$ cat config.mk
export PLATFORM = sky130hd
export DESIGN_NAME = adrv9001_enable_seq_flat
export DESIGN_NICKNAME = d
export VERILOG_FILES = /design/src/rtl/adrv9001_enable_pkg.sv /design/src/rtl/adrv9001_enable_seq_if.sv /design/src/rtl/adrv9001_enable_chan.sv /design/src/rtl/adrv9001_enable_seq.sv /design/src/flat_wrapper.sv
export SDC_FILE = /design/constraint.sdc
export NUM_CORES = 1
export LEC_CHECK = 0
export ABC_CLOCK_PERIOD_IN_PS = 3600
export CAP_MARGIN = 30
export CORE_ASPECT_RATIO = 1.1
export CORE_MARGIN = 4
export CORE_UTILIZATION = 55
export DETAILED_ROUTE_END_ITERATION = 7
export MAX_ROUTING_LAYER = met4
export PLACE_DENSITY_LB_ADDON = 0.3
export SETUP_SLACK_MARGIN = 0.1
export SYNTH_ARGS = -nofsm -noshare
export SYNTH_HDL_FRONTEND = slang
export SYNTH_HIERARCHICAL = 1
export SYNTH_SLANG_ARGS = --single-unit
$ cat constraint.sdc
create_clock -name clk -period 3.6 [get_ports clk]
set_input_delay 0.72 -clock clk [delete_from_list [all_inputs] [get_ports clk]]
set_output_delay 0.72 -clock clk [all_outputs]
set_load 0.005 [all_outputs]
$ cat src/rtl/adrv9001_enable_pkg.sv
// Shared types and helpers for the ADRV9001 enable sequencer.
package adrv9001_enable_pkg;

    typedef enum logic [1:0] {
        ST_IDLE     = 2'd0,
        ST_RAMP_ON  = 2'd1,
        ST_ON       = 2'd2,
        ST_RAMP_OFF = 2'd3
    } chan_state_e;

    // Tie-break between partners that both leave IDLE in the same cycle: TX (even) wins.
    localparam bit EVEN_WINS = 1'b1;

    function automatic int unsigned dly_lsb(input int unsigned ch, input int unsigned dly_w);
        return ch * dly_w;
    endfunction

endpackage

$ cat src/rtl/adrv9001_enable_seq_if.sv
// Control-register side and pad side of the enable sequencer, bundled per build.
interface adrv9001_enable_seq_if #(
    parameter int unsigned NUM_CH = 4,
    parameter int unsigned DLY_W  = 16
);
    logic [NUM_CH-1:0]       ch_req;
    logic [NUM_CH*DLY_W-1:0] ch_on_dly;
    logic [NUM_CH*DLY_W-1:0] ch_off_dly;
    logic                    abort;
    logic [NUM_CH-1:0]       ch_en;
    logic [NUM_CH-1:0]       ch_busy;
    logic [NUM_CH-1:0]       ch_en_rise;
    logic [NUM_CH-1:0]       ch_en_fall;
    logic [NUM_CH-1:0]       ch_blocked;

    modport master (
        output ch_req, ch_on_dly, ch_off_dly, abort,
        input  ch_en, ch_busy, ch_en_rise, ch_en_fall, ch_blocked
    );

    modport slave (
        input  ch_req, ch_on_dly, ch_off_dly, abort,
        output ch_en, ch_busy, ch_en_rise, ch_en_fall, ch_blocked
    );
endinterface

$ cat src/rtl/adrv9001_enable_chan.sv
// One enable channel: IDLE/RAMP_ON/ON/RAMP_OFF sequencer with a down-counter.
module adrv9001_enable_chan
    import adrv9001_enable_pkg::*;
#(
    parameter int unsigned DLY_W = 16
) (
    input  logic             clk,
    input  logic             rst,
    input  logic             i_req,
    input  logic             i_grant,
    input  logic             i_abort,
    input  logic [DLY_W-1:0] i_on_dly,
    input  logic [DLY_W-1:0] i_off_dly,
    output chan_state_e      o_state,
    output logic             o_en,
    output logic             o_busy,
    output logic             o_rise,
    output logic             o_fall
);

    chan_state_e      r_state;
    logic [DLY_W-1:0] r_cnt;
    logic             r_en;
    logic             r_busy;
    logic             r_rise;
    logic             r_fall;

    // Outputs are registered from the next state so ch_en tracks the state exactly.
    always_ff @(posedge clk or posedge rst) begin
        if (rst) begin
            r_state <= ST_IDLE;
            r_cnt   <= '0;
            r_en    <= 1'b0;
            r_busy  <= 1'b0;
            r_rise  <= 1'b0;
            r_fall  <= 1'b0;
        end else begin
            r_rise <= 1'b0;
            r_fall <= 1'b0;
            if (i_abort) begin
                r_state <= ST_IDLE;
                r_cnt   <= '0;
                r_en    <= 1'b0;
                r_busy  <= 1'b0;
                r_fall  <= r_en;
            end else begin
                case (r_state)
                    ST_IDLE: begin
                        if (i_req && i_grant) begin
                            if (i_on_dly == '0) begin
                                r_state <= ST_ON;
                                r_en    <= 1'b1;
                                r_rise  <= 1'b1;
                            end else begin
                                r_state <= ST_RAMP_ON;
                                r_cnt   <= i_on_dly - DLY_W'(1);
                                r_busy  <= 1'b1;
                            end
                        end
                    end
                    ST_RAMP_ON: begin
                        if (!i_req) begin
                            r_state <= ST_IDLE;
                            r_cnt   <= '0;
                            r_busy  <= 1'b0;
                        end else if (r_cnt == '0) begin
                            r_state <= ST_ON;
                            r_busy  <= 1'b0;
                            r_en    <= 1'b1;
                            r_rise  <= 1'b1;
                        end else begin
                            r_cnt <= r_cnt - DLY_W'(1);
                        end
                    end
                    ST_ON: begin
                        if (!i_req) begin
                            if (i_off_dly == '0) begin
                                r_state <= ST_IDLE;
                                r_en    <= 1'b0;
                                r_fall  <= 1'b1;
                            end else begin
                                r_state <= ST_RAMP_OFF;
                                r_cnt   <= i_off_dly - DLY_W'(1);
                                r_busy  <= 1'b1;
                            end
                        end
                    end
                    ST_RAMP_OFF: begin
                        // Re-request while ramping down keeps the pad enabled without a glitch.
                        if (i_req) begin
                            r_state <= ST_ON;
                            r_cnt   <= '0;
                            r_busy  <= 1'b0;
                        end else if (r_cnt == '0) begin
                            r_state <= ST_IDLE;
                            r_busy  <= 1'b0;
                            r_en    <= 1'b0;
                            r_fall  <= 1'b1;
                        end else begin
                            r_cnt <= r_cnt - DLY_W'(1);
                        end
                    end
                    default: begin
                        r_state <= ST_IDLE;
                        r_cnt   <= '0;
                        r_en    <= 1'b0;
                        r_busy  <= 1'b0;
                    end
                endcase
            end
        end
    end

    assign o_state = r_state;
    assign o_en    = r_en;
    assign o_busy  = r_busy;
    assign o_rise  = r_rise;
    assign o_fall  = r_fall;

endmodule

$ cat src/rtl/adrv9001_enable_seq.sv
// ADRV9001 TX/RX enable sequencer: NUM_CH channel FSMs plus per-port TX/RX exclusion.
module adrv9001_enable_seq
    import adrv9001_enable_pkg::*;
#(
    parameter int unsigned NUM_CH    = 4,
    parameter int unsigned DLY_W     = 16,
    parameter bit          EXCLUSIVE = 1'b1
) (
    input  logic                 clk,
    input  logic                 rst,
    adrv9001_enable_seq_if.slave bus
);

    chan_state_e       w_state [NUM_CH];
    logic [NUM_CH-1:0] w_idle;
    logic [NUM_CH-1:0] w_grant;
    logic [NUM_CH-1:0] w_en;
    logic [NUM_CH-1:0] w_busy;
    logic [NUM_CH-1:0] w_rise;
    logic [NUM_CH-1:0] w_fall;

    genvar i;
    for (i = 0; i < NUM_CH; i++) begin : g_ch
        assign w_idle[i] = (w_state[i] == ST_IDLE);

        // Grant only when the partner sits in IDLE and is not leaving it this cycle.
        if (EXCLUSIVE) begin : g_excl
            if (i % 2 == 0) begin : g_even
                assign w_grant[i] = w_idle[i+1] &
                    ~(bus.ch_req[i+1] & ~bus.abort & ~EVEN_WINS);
            end else begin : g_odd
                assign w_grant[i] = w_idle[i-1] &
                    ~(bus.ch_req[i-1] & ~bus.abort & EVEN_WINS);
            end
        end else begin : g_indep
            assign w_grant[i] = 1'b1;
        end

        adrv9001_enable_chan #(
            .DLY_W (DLY_W)
        ) u_chan (
            .clk       (clk),
            .rst       (rst),
            .i_req     (bus.ch_req[i]),
            .i_grant   (w_grant[i]),
            .i_abort   (bus.abort),
            .i_on_dly  (bus.ch_on_dly[dly_lsb(i, DLY_W) +: DLY_W]),
            .i_off_dly (bus.ch_off_dly[dly_lsb(i, DLY_W) +: DLY_W]),
            .o_state   (w_state[i]),
            .o_en      (w_en[i]),
            .o_busy    (w_busy[i]),
            .o_rise    (w_rise[i]),
            .o_fall    (w_fall[i])
        );
    end

    assign bus.ch_en      = w_en;
    assign bus.ch_busy    = w_busy;
    assign bus.ch_en_rise = w_rise;
    assign bus.ch_en_fall = w_fall;
    assign bus.ch_blocked = bus.ch_req & w_idle & ~w_grant;

endmodule

$ cat src/flat_wrapper.sv
// flat-port wrapper written by rule: the top's interface ports become plain ports
module adrv9001_enable_seq_flat import adrv9001_enable_pkg::*;
#(
    parameter int unsigned NUM_CH    = 4,
    parameter int unsigned DLY_W     = 16,
    parameter bit          EXCLUSIVE = 1'b1
)
  (clk, rst, bus_ch_req, bus_ch_on_dly, bus_ch_off_dly, bus_abort, bus_ch_en, bus_ch_busy, bus_ch_en_rise, bus_ch_en_fall, bus_ch_blocked);
  adrv9001_enable_seq_if #(.NUM_CH(NUM_CH), .DLY_W(DLY_W)) bus_i ();
  input  logic clk;
  input  logic rst;
  input wire logic [$bits(bus_i.ch_req)-1:0] bus_ch_req;
  input wire logic [$bits(bus_i.ch_on_dly)-1:0] bus_ch_on_dly;
  input wire logic [$bits(bus_i.ch_off_dly)-1:0] bus_ch_off_dly;
  input wire logic [$bits(bus_i.abort)-1:0] bus_abort;
  output wire logic [$bits(bus_i.ch_en)-1:0] bus_ch_en;
  output wire logic [$bits(bus_i.ch_busy)-1:0] bus_ch_busy;
  output wire logic [$bits(bus_i.ch_en_rise)-1:0] bus_ch_en_rise;
  output wire logic [$bits(bus_i.ch_en_fall)-1:0] bus_ch_en_fall;
  output wire logic [$bits(bus_i.ch_blocked)-1:0] bus_ch_blocked;
  assign bus_i.ch_req = bus_ch_req;
  assign bus_i.ch_on_dly = bus_ch_on_dly;
  assign bus_i.ch_off_dly = bus_ch_off_dly;
  assign bus_i.abort = bus_abort;
  assign bus_ch_en = bus_i.ch_en;
  assign bus_ch_busy = bus_i.ch_busy;
  assign bus_ch_en_rise = bus_i.ch_en_rise;
  assign bus_ch_en_fall = bus_i.ch_en_fall;
  assign bus_ch_blocked = bus_i.ch_blocked;
  adrv9001_enable_seq #(.NUM_CH(NUM_CH), .DLY_W(DLY_W), .EXCLUSIVE(EXCLUSIVE)) u_core (.clk(clk), .rst(rst), .bus(bus_i));
endmodule
---- After elaboration in Yosys (flattened, before gate mapping) ----
Index checks and enable logic that the tools add are counted.
storage, ports and cells
  bits in registers ....................... 88
  bits in latches ......................... 0
  memory bits (writable) .................. 0
  memory bits (read-only) ................. 0
  input bits .............................. 135
  output and inout port bits .............. 20
  word-level logic and storage cells ...... 334
  memories ................................ 0
cells by class
  add/subtract/negate cells ............... 12
  multipliers ............................. 0
  divide/modulo/power cells ............... 0
  $lt $le $gt $ge ......................... 0
  eq/ne operators ......................... 60
  shift operators ......................... 0
  mux-type cells .......................... 196
  bitwise gates (word level) .............. 10
  reductions and logical operators ........ 32
operators by type and width
  operator               count
  $mux 16                32
  $pmux 16 s4            4
  $logic_not 16->1       12
  $sub 16x1->16 const B  12
  $ne 3x3->1 const B     38
  $mux 1                 104
  $mux 2                 36
  $ne 4x4->1 const B     8
  $pmux 1 s4             8
  $pmux 2 s4             4
  $reduce_and 4->1       8
  $reduce_and 8->1       4
  $eq 2x2->1 const B     8
  $pmux 1 s2             8
  $and 4x4->4            2
  $eq 2x1->1 const B     4
  $logic_not 2->1        4
  $ne 3x2->1 const B     2
  $and 1x1->1            4
  $logic_and 1x1->1      4
  $not 4->4              1
  $not 1->1              3

---- Depth between registers and ports, before layout ----
Gate-level depths: netlist of the first run.
  depth in word-level cells ............... 8
  depth in mapped cells ................... 11
  mapped depth without buffers ............ 9

---- Modules after synthesis ----
The synthesis of the first run kept the hierarchy.
modules (own cells, without submodules)
  module                                             times used  cells an instance  area an instance (sq um)
  adrv9001_enable_chan at u_core.g_ch[0].u_chan ...  2           268                2,150.8
  adrv9001_enable_chan at u_core.g_ch[2].u_chan      1           285                2,219.6
  adrv9001_enable_chan at u_core.g_ch[3].u_chan      1           270                2,132.0
  adrv9001_enable_seq                                1           10                 67.6

---- Worst setup path after synthesis of the first run ----
No wires, ideal clock.
  kind .................................... register to register
  start ................................... reg u_core.g_ch[3].u_chan.r_state[0]
  end ..................................... reg u_core.g_ch[3].u_chan.r_cnt[12]
  library setup time ...................... 127 ps
  data arrival time ....................... 2,768 ps
  path slack .............................. 706 ps
  stages on the path, launching flop included .. 11
  buffers on the path ..................... 3
  clock period less this slack ............ 2,894 ps
  path through ............................ dfrtp_1 > nor2b_1 > buf_2 > buf_2 > buf_1 > mux2i_1 > ha_1 > o211ai_1 > or4_1 > a21oi_1 > o21ai_1
between the ends
  cells in the longest elaborated chain, start to end .. 3
  elaborated cells on any way between the ends .. 11
  classes of those cells .................. eq/ne (7); mux (2); reduce/logical (2)
RTL lines
  element                                                              RTL line                    source
  start: declaration                                                   adrv9001_enable_chan.sv:21  chan_state_e r_state;
  start signal: assignment                                             adrv9001_enable_chan.sv:31  r_state <= ST_IDLE;
  start signal: assignment                                             adrv9001_enable_chan.sv:41  r_state <= ST_IDLE;
  start signal: assignment                                             adrv9001_enable_chan.sv:51  r_state <= ST_ON;
  $eq 2x2->1, or another cell as far along                             adrv9001_enable_chan.sv:47  case (r_state)
  $ne 3x3->1 (no source line), or another cell as far along            -
  $reduce_and 4->1 (no source line) / $mux 16 (equally long branches)  -
  end signal: assignment                                               adrv9001_enable_chan.sv:56  r_cnt <= i_on_dly - DLY_W'(1);
  end signal: assignment                                               adrv9001_enable_chan.sv:72  r_cnt <= r_cnt - DLY_W'(1);
  end signal: assignment                                               adrv9001_enable_chan.sv:83  r_cnt <= i_off_dly - DLY_W'(1);
  end: declaration                                                     adrv9001_enable_chan.sv:22  logic [DLY_W-1:0] r_cnt;
Parallel ways exist; a longest one is shown, timed or not.
A chain may end at the register's enable or synchronous reset.

---- Worst setup path in the final report of the first run ----
  start ................................... reg u_core.g_ch[3].u_chan.r_cnt[1]
  end ..................................... reg u_core.g_ch[3].u_chan.r_en
between the ends
  cells in the longest elaborated chain, start to end .. 3
  elaborated cells on any way between the ends .. 4
  classes of those cells .................. eq/ne (2); reduce/logical (2)
RTL lines
  element                                RTL line                                                source
  $logic_not 16->1 (*)                   adrv9001_enable_chan.sv:66, adrv9001_enable_chan.sv:94
  $ne 3x3->1 (no source line)            -
  $reduce_and 8->1 (no source line) (*)  -
  end signal: assignment                 adrv9001_enable_chan.sv:69                              r_en <= 1'b1;
  end signal: assignment                 adrv9001_enable_chan.sv:97                              r_en <= 1'b0;
  end signal: assignment                 adrv9001_enable_chan.sv:106                             r_en <= 1'b0;
  end: declaration                       adrv9001_enable_chan.sv:23                              logic r_en;
Mark *: on every way between the ends. The rest lies on a longest branch, timed or not.

==> results.md, run 1 <==
- The flow ran to the end, and the final reports show no timing, DRC or antenna violations.
- Measured against its own limit, the worst slew margin works out to roughly two fifths.
- The kind of end point of the critical path is a flop.
- The leading cell type in the layout, fill and taps excluded is sky130_fd_sc_hd__clkdlybuf4s50_1.
- The post-CTS setup-driven buffer insertion count is 0.
- The count of final hold-check violations is 0.
- In this run the number of cells on the critical path is 8.
- At the pin with the least slew margin, the transition time is about 0.9 ns.
- Across the run, the number of max-cap violations was 0.
- Together, buffers and inverters on the worst path number 1.
- The largest stage delay on the critical path is between 0.5 and 0.6 ns.
- The detailed-route wire length per cell is roughly 18 um.
- The final instance area is ~0.011 mm2.
- The die is ~130 um wide.
- The number of DRC markers after the initial detailed-route iteration is 838.
- STA classifies the critical path startpoint as a flop.
- Detailed routing inserted a total of between 9000 and 10000 vias.
- The number of sinks on the clock net is 88.
- The clock tree from TritonCTS is yes.
- In this run the worst path has a maximum fanout of 7.
- The number of hold buffers added after CTS was 0.
- The final worst-path cycle share is 84.8%.
- The cell count of the worst reg-to-reg path is 8.
- At the worst endpoint, the required time is 3.84 ns.
- The weighted congestion at the end of routability-driven global placement is 0.920.
- The HPWL after detailed placement is around 20000 um.
- Sequential elements use between 20% and 30% of the synthesized area.
- The worst-case register-to-register setup slack is approximately 0.55 ns.
- In this run, distinct cell masters in the synthesized netlist total 85.
- The number of diodes added for antenna fixing is 0.
- Data arrives at the worst endpoint at roughly 3.3 ns.
- The design draws just under 6 mW.
- Port buffering added ~150 buffers.
- After global routing the overflow that remains totals 0.
- In this run the cell area of the synthesized design comes to between 0.008 and 0.009 mm2.
- The startpoint identified for the worst register-to-register timing path is u_core/g_ch[3].u_chan/r_cnt[1].
- The H-tree depth is 3.
- The most area-hungry cell type in the Yosys netlist is sky130_fd_sc_hd__dfrtp_1.
- The die outline height is approximately 140 um.
- The number of top-level pins is roughly 160.
- Cells with a size suffix above 1 make up 7.54% of the layout.
- The final critical-path required period is about 3.1 ns.
- The end point of the critical path is u_core/g_ch[3].u_chan/o_en.
- Setup violations remaining at the end of the flow were counted as 0.
- Clock skew on the completed layout was measured at 0.00581 ns.
- The insertion delay to the later sink of the worst-skew pair is 0.35 ns.
- The number of iterations in the first detailed-routing pass is 5.
- Walking the worst path, the cells encountered are inv_1 -> ha_1 -> or4b_1 -> nor4_1 -> nand2_1 -> o2bb2ai_1 -> a211oi_1 -> mux2_2.
- Synthesis handed over a netlist of roughly 1100 instances.
- The antenna violation net count after detailed routing is 0.
- The share of the synthesized area in the top cell type is 25.3%.
- A synthesized cell averages 7.92 um2.
- The die covers between 0.015 and 0.02 mm2.
- The library cells used most frequently in the layout, excluding fill and tap cells, are sky130_fd_sc_hd__clkdlybuf4s50_1, sky130_fd_sc_hd__nor2_1, sky130_fd_sc_hd__dfrtp_1.
- Counting the buffers created by CTS gives 9.
- The core region is 0.0156 mm2.
- The cell family with the largest share of critical-path delay is simple AND/OR/NAND/NOR gates.
- The total wirelength of the detailed-routed design is between 20000 and 30000 um.
- The number of max-slew violations in the final report is 0.
- The global-route wire length before repair is 42800 um.
- For the final routed database, the setup TNS stands at 0 ns.
- The post-detailed-route DRC marker count is 0.
- Based on the critical path, the design can be clocked at up to around 330 MHz.
- The number of antenna violations at the first check in global routing is 0.
- The fraction of synthesis flops using an asynchronous set or reset pin is 100%.
- The post-cts gate resize count is 0.
- Global routing consumed, over all layers together, between 20 and 30% of the routing resources.
- For this run, the share of the core covered by cells in the final layout is between 60% and 70%.
- The path type of the worst setup path is flop to flop.
- Setup repair after global routing left no endpoint under its margin.
- The worst-case IR drop observed on VDD is roughly 310 uV.
- The number of synthesized flops with an enable pin is 0.
- In the routed layout, each cell is associated on average with a via count of around 6.5.
- The smallest hold slack is 0.555 ns.
- The area growth from synthesis to layout is 23.7%.
- In the post-synthesis netlist, the biggest area contributors are sky130_fd_sc_hd__dfrtp_1, sky130_fd_sc_hd__mux2i_1, sky130_fd_sc_hd__nor2_1.
- The number of global-route vias before repair is just over 9000.
- In this run the worst setup path begins at u_core/g_ch[3].u_chan/r_cnt[1].
- The endpoint identified for the worst register-to-register timing path is u_core/g_ch[3].u_chan/o_en.
- The most used flip-flop cell after synthesis is sky130_fd_sc_hd__dfrtp_1.
- The analysis attributes to cell leakage a power of 4.11 nW.
- The number of flip-flops and latches in the synthesized netlist is 88.
- After floorplanning, the core was divided into 48 placement rows.
- The total power per unit cell area is around 540 mW/mm2.
- The cell at the root of the clock tree is sky130_fd_sc_hd__clkbuf_16.
- After detailed placement, the total cell area comes to roughly 0.010 mm2.
- When the netlist entered floorplanning its net count stood at approximately 1200.
- The net count reported at finish is ~1400.
- In this run the deepest clock path goes through 2 buffers.
- After clock tree synthesis, the clock-pin slew on the worst setup and hold paths is ~0.070 ns.
- Entering global routing, the biggest net connects 32 pins.
- The worst min-delay path class is flop to flop.
- The critical-path cell with the highest stage delay is sky130_fd_sc_hd__or4b_1.
- For this run, the number of Yosys warnings is 6.
- The initial standard-cell utilization of the core is about 56%.
-- routing by layer --
layer	global-route usage, %	wire [um]
met1	35.2	10700
met2	49.8	13100
met3	5.11	1470
met4	10.6	766
met5	-	0
-- final cells by class --
type | instances | area, um2
Clock buffer | 11 | 243
Clock inverter | 5 | 65.1
Fill cell | 1281 | 4830
Inverter | 38 | 143
Multi-Input combinational cell | 922 | 6130
Sequential cell | 88 | 2200
Tap cell | 200 | 250
Timing Repair Buffer | 183 | 1750
-- where the power goes --
group | total, mW | switching, mW | internal, mW
logic | 3.35 | 1.95 | 1.40
registers | 1.55 | 0.315 | 1.23
clock network | 0.978 | 0.414 | 0.563
total | 5.88 | 2.68 | 3.19
-- cells in the mapped netlist (13+ instances only) --
| master | number |
|---|---|
| sky130_fd_sc_hd__o22ai_1 | 13 |
| sky130_fd_sc_hd__nor4_1 | 24 |
| sky130_fd_sc_hd__o31ai_1 | 16 |
| sky130_fd_sc_hd__mux2i_1 | 61 |
| sky130_fd_sc_hd__dfrtp_1 | 88 |
| sky130_fd_sc_hd__o21ai_0 | 71 |
| sky130_fd_sc_hd__nor2b_1 | 20 |
| sky130_fd_sc_hd__clkbuf_1 | 27 |
| sky130_fd_sc_hd__nand2_1 | 78 |
| sky130_fd_sc_hd__or3_1 | 21 |
| sky130_fd_sc_hd__o211ai_1 | 20 |
| sky130_fd_sc_hd__a31oi_1 | 18 |
| sky130_fd_sc_hd__a21oi_1 | 60 |
| sky130_fd_sc_hd__inv_1 | 35 |
| sky130_fd_sc_hd__nor3_1 | 66 |
| sky130_fd_sc_hd__nand3_1 | 33 |
| sky130_fd_sc_hd__nor3b_1 | 13 |
| sky130_fd_sc_hd__nor2_1 | 106 |
| sky130_fd_sc_hd__or4_1 | 17 |
| sky130_fd_sc_hd__xor2_1 | 21 |
| sky130_fd_sc_hd__xnor2_1 | 23 |
| sky130_fd_sc_hd__nand4_1 | 13 |
-- worst min-delay path by stage --
stage / start / end / slack [ns] / cells past startpoint
floorplan: u_core/g_ch[3].u_chan/o_en / u_core/g_ch[3].u_chan/o_fall / 0.49 / 2
global placement: u_core/g_ch[3].u_chan/r_cnt[5] / u_core/g_ch[3].u_chan/r_cnt[5] / 0.53 / 1
detailed placement: u_core/g_ch[3].u_chan/r_cnt[5] / u_core/g_ch[3].u_chan/r_cnt[5] / 0.54 / 1
CTS: u_core/g_ch[3].u_chan/r_cnt[5] / u_core/g_ch[3].u_chan/r_cnt[5] / 0.55 / 1
global route: u_core/g_ch[1].u_chan/r_cnt[0] / u_core/g_ch[1].u_chan/r_cnt[0] / 0.58 / 1
finish: u_core/g_ch[1].u_chan/r_cnt[0] / u_core/g_ch[1].u_chan/r_cnt[0] / 0.55 / 1
-- flip-flops by register name (all words and copies together), names as in the netlist --
register	flops
u_core/g_ch.u_chan/o_busy	4
u_core/g_ch.u_chan/o_en	4
u_core/g_ch.u_chan/o_fall	4
u_core/g_ch.u_chan/o_rise	4
u_core/g_ch.u_chan/o_state	8
u_core/g_ch.u_chan/r_cnt	64
-- cells by family after synthesis --
family	share of synthesized area (%)
compound gates	24.3
mux	9.15
flops	25.3
buf+inv	4.48
xor+xnor	4.42
simple gates	30.6
fa+ha+maj	1.72
-- through the flow --
stage	worst slack [ns]	std cells
final	0.548	1447
after global placement	0.484	1430
after detailed placement	0.378	1430
after CTS	0.603	1446
after global routing	0.377	1447
after floorplan	0.706	1101
Note: power is estimated with default switching activity, not from simulation.
==> run 2: changes to the inputs <==
Settings changed: ABC_CLOCK_PERIOD_IN_PS 3600 to 3000.
Clock period 3.6 ns to 3 ns, I/O delays scaled along.
==> run 2 against run 1 <==
  * Core utilization is 1.6 points higher
  * Design area is 2.4% higher
  * Die area unchanged
  * Highest routed layer unchanged
  * Register-to-register slack got worse by 0.38 ns
  * Largest cell class unchanged
  * Via count grew 2.5%
==> results.md, run 2 (synthesis gave the netlist of run 1 again) <==
- Outcome: finished clean (unchanged).
- The number of diodes added for antenna fixing is 0 (unchanged).
- The achievable clock frequency was 353 MHz (was 328 MHz).
- The sum of overflow across all layers after global routing came to 0 (unchanged).
- The instance count after placement with tap cells included is 1458 (was 1430).
- The worst relative slew slack is 28.8% (was 39.9%).
- The number of buffers inserted for hold repair after clock tree synthesis is 0 (unchanged).
- The weighted congestion at the end of routability-driven global placement came to 0.983 (was 0.920).
- The fraction of final layout cells with drive strength greater than 1 was 9.51% (was 7.54%).
- The static leakage power is 4.26 nW (was 4.11 nW).
- The register with the most flip-flops is u_core/g_ch.u_chan/r_cnt (unchanged).
- The HPWL after detailed placement came to 20400 um (was 20300 um).
- The kind of end point of the critical path is a flop (unchanged).
- The number of placement rows is 48 (unchanged).
- The maximum buffer depth of the clock tree is 2 (unchanged).
- The number of clock buffers inserted by TritonCTS came to 9 (unchanged).
- The number of iterations in the first detailed-routing pass is 6 (was 5).
- The die outline width is 128 um (unchanged).
- The number of antenna violations at the first check in global routing came to 0 (unchanged).
- Setup repair after global routing missed its margin: true (was false).
- The data arrival time of the critical path is 3.07 ns (was 3.29 ns).
- The post-detailed-route DRC marker count is 0 (unchanged).
- The detailed-route wire length per cell is 18.1 um (was 18.0 um).
- The die outline height is 140 um (unchanged).
- The leading cell type in the layout, fill and taps excluded is sky130_fd_sc_hd__clkdlybuf4s50_1 (unchanged).
- The total wirelength of the detailed-routed design is 26700 um (was 26100 um).
- The cell family with the largest share of critical-path delay is simple AND/OR/NAND/NOR gates (unchanged).
- The setup-violating endpoint count in the final report is 0 (unchanged).
- The final standard cell count with taps included and fillers excluded is 1473 (was 1447).
- The worst slack at placement is 0.0240 ns (was 0.378 ns).
- The number of sinks on the clock net was 88 (unchanged).
- The slack of the critical path is 0.166 ns (was 0.548 ns).
- The post-route clock skew came to 0.00797 ns (was 0.00581 ns).
- The fraction of power consumed by the clock network is 16.5% (was 16.6%).
- The post-cts gate resize count is 0 (unchanged).
- The logic gate share of total power was 57.7% (was 57.0%).
- The worst-margin pin slew came to 1.06 ns (was 0.901 ns).
- The H-tree depth was 3 (unchanged).
- The largest net degree at the start of global routing is 48 (was 32).
- The net count reported at finish came to 1416 (was 1389).
- The final worst-path cycle share came to 94.5% (was 84.8%).
- The clock slew seen by the registers of the worst setup and hold paths is 0.07 ns (about the same).
- The overall power after layout is 7.25 mW (was 5.88 mW).
- The number of max-slew violations in the final report is 0 (unchanged).
- The clock tree from TritonCTS is yes (unchanged).
- The worst min-delay path class is flop to flop (unchanged).
- The post-CTS setup-driven buffer insertion count came to 0 (unchanged).
- The switching part of the total power was 45.1% (was 45.7%).
- The number of port buffers is 154 (unchanged).
- The number of violations of the max-capacitance limit came to 0 (unchanged).
- The path type of the worst setup path is flop to flop (unchanged).
- The critical-path cell with the highest stage delay is sky130_fd_sc_hd__or4b_1 (unchanged).
- The cell at the root of the clock tree is sky130_fd_sc_hd__clkbuf_16 (unchanged).
- The largest stage delay on the critical path is 0.56 ns (was 0.54 ns).
- The initial standard-cell utilization of the core is 55.8% (unchanged).
- The sum of negative setup slack is 0 ns (unchanged).
- The required time at the endpoint of the critical path was 3.24 ns (was 3.84 ns).
- The count of final hold-check violations is 0 (unchanged).
- The insertion delay to the later sink of the worst-skew pair was 0.35 ns (about the same).
- The detailed-route vias per instance was 6.49 (was 6.45).
- The total power per unit cell area is 657 mW/mm2 (was 545 mW/mm2).
- The startpoint type of the worst setup path is a flop (unchanged).
- The net switching power was 3.27 mW (was 2.68 mW).
- The peak supply drop is 344 uV (was 312 uV).
- The number of DRC markers after the initial detailed-route iteration is 1123 (was 838).
- The die outline area is 0.0179 mm2 (unchanged).
- The flip-flop count of the largest register, all copies and words added is 64 (unchanged).
- The maximum fanout along the worst path is 6 (was 7).
- The fraction of power consumed by sequential logic is 25.7% (was 26.3%).
- The final critical-path required period is 2.83 ns (was 3.05 ns).
- Leading cell types in the layout, fill and taps excluded: sky130_fd_sc_hd__clkdlybuf4s50_1, sky130_fd_sc_hd__nor2_1, sky130_fd_sc_hd__dfrtp_1 (unchanged).
- The antenna violation net count after detailed routing is 0 (unchanged).
- The global routing usage summed across all routing layers is 29.7% (was 29.5%).
- The global-route wire length before repair came to 43500 um (was 42800 um).
- The number of global-route vias before repair is 9249 (was 9084).
- Cell chain of the critical path: inv_1 -> ha_1 -> or4b_1 -> nor4_2 -> nand2_1 -> o2bb2ai_1 -> a211oi_1 -> mux2_2 (was inv_1 -> ha_1 -> or4b_1 -> nor4_1 -> nand2_1 -> o2bb2ai_1 -> a211oi_1 -> mux2_2).
- The cell-internal power was 3.98 mW (was 3.19 mW).
- The worst path buffer plus inverter count is 1 (unchanged).
- The area growth from synthesis to layout is 26.6% (was 23.7%).
- The end-of-flow core utilization is 70.7% (was 69.1%).
- The number of top-level pins was 155 (unchanged).
- The area of the core region came to 0.0156 mm2 (unchanged).
- The routed via count came to 9567 (was 9337).
run 2: cell count changes in the layout (fill, tap and decap cells not counted), sizes merged:
cell,delta
clkinvlp,+1
buf,+28
clkinv,-3
inv,-1
clkbuf,+1
run 2: worst reg2reg max path, cell delays in order (launching register included):
cell and delay [ns]:
sky130_fd_sc_hd__dfrtp_1 0.43, sky130_fd_sc_hd__inv_1 0.15, sky130_fd_sc_hd__ha_1 0.17, sky130_fd_sc_hd__or4b_1 0.56, sky130_fd_sc_hd__nor4_2 0.39, sky130_fd_sc_hd__nand2_1 0.19, sky130_fd_sc_hd__o2bb2ai_1 0.17, sky130_fd_sc_hd__a211oi_1 0.30
sky130_fd_sc_hd__mux2_2 0.38
run 2: worst paths after layout:
check	from	endpoint	slack, ns	depth (start not counted)
min in group asynchronous	rst	u_core/g_ch[2].u_chan/o_busy	0.69	3
max	u_core/g_ch[3].u_chan/r_cnt[1]	u_core/g_ch[3].u_chan/o_en	0.17	8
max reg2reg	u_core/g_ch[3].u_chan/r_cnt[1]	u_core/g_ch[3].u_chan/o_en	0.17	8
min reg2reg	u_core/g_ch[3].u_chan/r_cnt[5]	u_core/g_ch[3].u_chan/r_cnt[5]	0.55	1
max in group asynchronous	rst	u_core/g_ch[1].u_chan/r_cnt[11]	1.57	2
min	u_core/g_ch[3].u_chan/r_cnt[5]	u_core/g_ch[3].u_chan/r_cnt[5]	0.55	1
run 2: layout make-up:
cell class / count / area (um2)
clock inverters: 2 / 37.5
repair buffers: 210 / 1990
multi-input cells: 922 / 6140
fillers: 1288 / 4580
well taps: 200 / 250
flip-flops and latches: 88 / 2200
clock buffers: 13 / 270
inverters: 38 / 143
run 2: metrics by stage:
step | hold slack, ns | cell area, um2
after floorplan | 0.487 | 8720
after global placement | 0.530 | 10700
after detailed placement | 0.534 | 10700
after CTS | 0.548 | 11000
after global routing | 0.565 | 11000
final | 0.550 | 11000
run 2: power groups by stage:
stage | Clock [mW] | Combinational, mW | Sequential (mW)
floorplan | 0 | 2.93 | 1.78
global placement | 0 | 4.00 | 1.85
detailed placement | 0 | 4.08 | 1.86
CTS | 1.21 | 4.11 | 1.85
global route | 1.26 | 4.57 | 1.91
finish | 1.20 | 4.18 | 1.87
run 2: layer usage:
layer | wire (um) | GRT usage (%) | vias up
li1 | - | - | 4546
met3 | 1590 | 3.66 | 72
met5 | 0 | - | -
met2 | 13300 | 49.8 | 421
met4 | 782 | 10.9 | 0
met1 | 11000 | 36.6 | 4528
==> run 3: changes to the inputs <==
Settings changed: CAP_MARGIN 30 to unset, RECOVER_POWER set to 50.
==> run 3 against run 2 <==
  * Worst hold slack worse by 0.0027 ns
  * Sequential share of layout area about the same
  * Combinational power about the same
  * Maximum frequency about the same
  * Non-clock buffer count unchanged
  * Design area about the same
  * Clock power about the same
  * First-iteration DRC count up 2.2%
  * Routed wire length up 0.29%
  * Die area unchanged
  * Total power about the same
  * Critical endpoint unchanged
==> results.md, run 3 (synthesis gave the netlist of run 1 again) <==
- The number of clock buffers inserted by TritonCTS was 9 (unchanged).
- The achievable clock frequency is 353 MHz (about the same).
- The cell at the root of the clock tree is sky130_fd_sc_hd__clkbuf_16 (unchanged).
- The number of sinks on the clock net is 88 (unchanged).
- The cell count of the worst reg-to-reg path was 8 (unchanged).
- The worst slack at placement is 0.0240 ns (unchanged).
- The filler cell count is 1287 (was 1288).
- The final worst-path cycle share is 94.5% (about the same).
- The die outline height was 140 um (unchanged).
- The startpoint type of the worst setup path is a flop (unchanged).
- The path type of the worst setup path was flop to flop (unchanged).
- The setup-violating endpoint count in the final report was 0 (unchanged).
- The slack of the critical path came to 0.164 ns (was 0.166 ns).
- The H-tree depth came to 3 (unchanged).
- Outcome: finished clean (unchanged).
- The number of top-level pins is 155 (unchanged).
- The static leakage power came to 4.28 nW (was 4.26 nW).
- The number of antenna violations at the first check in global routing is 1 (was 0).
- The worst-case register-to-register setup slack is 0.16 ns (was 0.17 ns).
- The post-route clock skew is 0.00859 ns (was 0.00797 ns).
- The insertion delay to the later sink of the worst-skew pair was 0.35 ns (about the same).
- The area growth from synthesis to layout is 26.6% (about the same).
- The maximum fanout along the worst path is 6 (unchanged).
- The final critical-path required period is 2.84 ns (was 2.83 ns).
- The flip-flop count of the largest register, all copies and words added is 64 (unchanged).
- The die outline area is 0.0179 mm2 (unchanged).
- The leading cell type in the layout, fill and taps excluded is sky130_fd_sc_hd__clkdlybuf4s50_1 (unchanged).
- The number of violations of the max-capacitance limit is 0 (unchanged).
- The initial standard-cell utilization of the core is 55.8% (unchanged).
- The largest net degree at the start of global routing was 48 (unchanged).
- The number of iterations in the first detailed-routing pass is 6 (unchanged).
- The sum of overflow across all layers after global routing is 0 (unchanged).
- The detailed-route wire length per cell came to 18.1 um (about the same).
- The cell count of the worst hold path is 1 (unchanged).
- The detailed-route vias per instance is 6.51 (was 6.49).
- The number of buffers inserted for hold repair after clock tree synthesis was 0 (unchanged).
- The weighted congestion at the end of routability-driven global placement came to 0.983 (unchanged).
- The area occupied by multi-input gates is 0.00614 mm2 (unchanged).
- The net count reported at finish came to 1416 (unchanged).
- The die outline width is 128 um (unchanged).
- The kind of end point of the critical path is a flop (unchanged).
- The peak supply drop is 343 uV (was 344 uV).
- The worst-margin pin slew came to 1.29 ns (was 1.06 ns).
- The post-detailed-route DRC marker count is 0 (unchanged).
- The number of global-route vias before repair is 9249 (unchanged).
- The number of DRC markers after the initial detailed-route iteration is 1148 (was 1123).
- The post-CTS setup-driven buffer insertion count was 0 (unchanged).
- The HPWL after detailed placement is 20400 um (unchanged).
- Setup repair after global routing missed its margin: true (unchanged).
- The register with the most flip-flops is u_core/g_ch.u_chan/r_cnt (unchanged).
- The sum of negative setup slack is 0 ns (unchanged).
- The end-of-flow core utilization is 70.7% (about the same).
- The clock tree from TritonCTS is yes (unchanged).
- The data arrival time of the critical path is 3.07 ns (about the same).
- The antenna violation net count after detailed routing was 0 (unchanged).
- The number of port buffers was 154 (unchanged).
- The worst min-delay path class is flop to flop (unchanged).
- Leading cell types in the layout, fill and taps excluded: sky130_fd_sc_hd__clkdlybuf4s50_1, sky130_fd_sc_hd__nor2_1, sky130_fd_sc_hd__dfrtp_1 (unchanged).
- The global routing usage summed across all routing layers is 29.7% (unchanged).
- The maximum buffer depth of the clock tree came to 2 (unchanged).
- The count of final hold-check violations is 0 (unchanged).
- The sequential cell area is 0.00220 mm2 (unchanged).
- The fraction of final layout cells with drive strength greater than 1 is 9.43% (was 9.51%).
- The total power per unit cell area was 656 mW/mm2 (was 657 mW/mm2).
- The worst relative slew slack is 13.9% (was 28.8%).
- The area of the core region was 0.0156 mm2 (unchanged).
- The clock slew seen by the registers of the worst setup and hold paths is 0.07 ns (about the same).
- The required time at the endpoint of the critical path is 3.24 ns (about the same).
- The total wirelength of the detailed-routed design is 26700 um (about the same).
- The number of placement rows is 48 (unchanged).
- The number of max-slew violations in the final report is 0 (unchanged).
- The global-route wire length before repair is 43500 um (unchanged).
- The routed via count came to 9603 (was 9567).
[run 3: per-stage QoR]
step	area [um2]	cells	hold slack, ns	power, mW
after global placement	10700	1458	0.530	5.84
after CTS	11000	1473	0.548	7.17
after global routing	11000	1474	0.565	7.73
final	11000	1474	0.548	7.25
after floorplan	8720	1101	0.487	4.71
after detailed placement	10700	1458	0.534	5.94
[run 3: path summary, 6_finish.rpt]
kind	end	from
worst min register to register	u_core/g_ch[3].u_chan/r_cnt[5]	u_core/g_ch[3].u_chan/r_cnt[5]
worst min-delay path	u_core/g_ch[3].u_chan/r_cnt[5]	u_core/g_ch[3].u_chan/r_cnt[5]
worst max register to register	u_core/g_ch[3].u_chan/o_en	u_core/g_ch[3].u_chan/r_cnt[1]
worst max-delay path	u_core/g_ch[3].u_chan/o_en	u_core/g_ch[3].u_chan/r_cnt[1]
min in group asynchronous	u_core/g_ch[0].u_chan/o_state[0]	rst
max in group asynchronous	u_core/g_ch[2].u_chan/r_cnt[4]	rst
[run 3: critical path, cell delays in order (launching register included)]
cell,delay [ns]
sky130_fd_sc_hd__dfrtp_1,0.42
sky130_fd_sc_hd__inv_1,0.14
sky130_fd_sc_hd__ha_1,0.17
sky130_fd_sc_hd__or4b_1,0.56
sky130_fd_sc_hd__nor4_2,0.39
sky130_fd_sc_hd__nand2_1,0.18
sky130_fd_sc_hd__o2bb2ai_1,0.17
sky130_fd_sc_hd__a211oi_1,0.30
sky130_fd_sc_hd__mux2_2,0.37
[run 3: metal layers]
layer / track usage (%) / wire (um) / share of wire (%) / up-vias
met5: - / 0 / 0 / -
met4: 10.9 / 826 / 3.1 / 0
met3: 3.66 / 1640 / 6.1 / 82
met2: 49.8 / 13300 / 50 / 430
met1: 36.6 / 10900 / 41 / 4542
li1: - / - / - / 4549
[run 3: report_power, final]
group | internal (mW) | total (mW) | switching [mW]
registers | 1.48 | 1.86 | 0.386
clock network | 0.711 | 1.20 | 0.488
logic | 1.79 | 4.18 | 2.40
total | 3.98 | 7.25 | 3.27
[run 3: cell type report]
class	count	area share, %
Clock inverter	2	0.340
Sequential cell	88	20.0
Tap cell	200	2.27
Antenna cell	1	0.0227
Inverter	38	1.29
Timing Repair Buffer	210	18.0
Clock buffer	13	2.45
Multi-Input combinational cell	922	55.6
[run 3: what timing repair did]
item | CTS | global route
setup endpoints to repair | 0 | 5
hold endpoints to repair | 0 | 0
gates resized for setup | 0 | 2
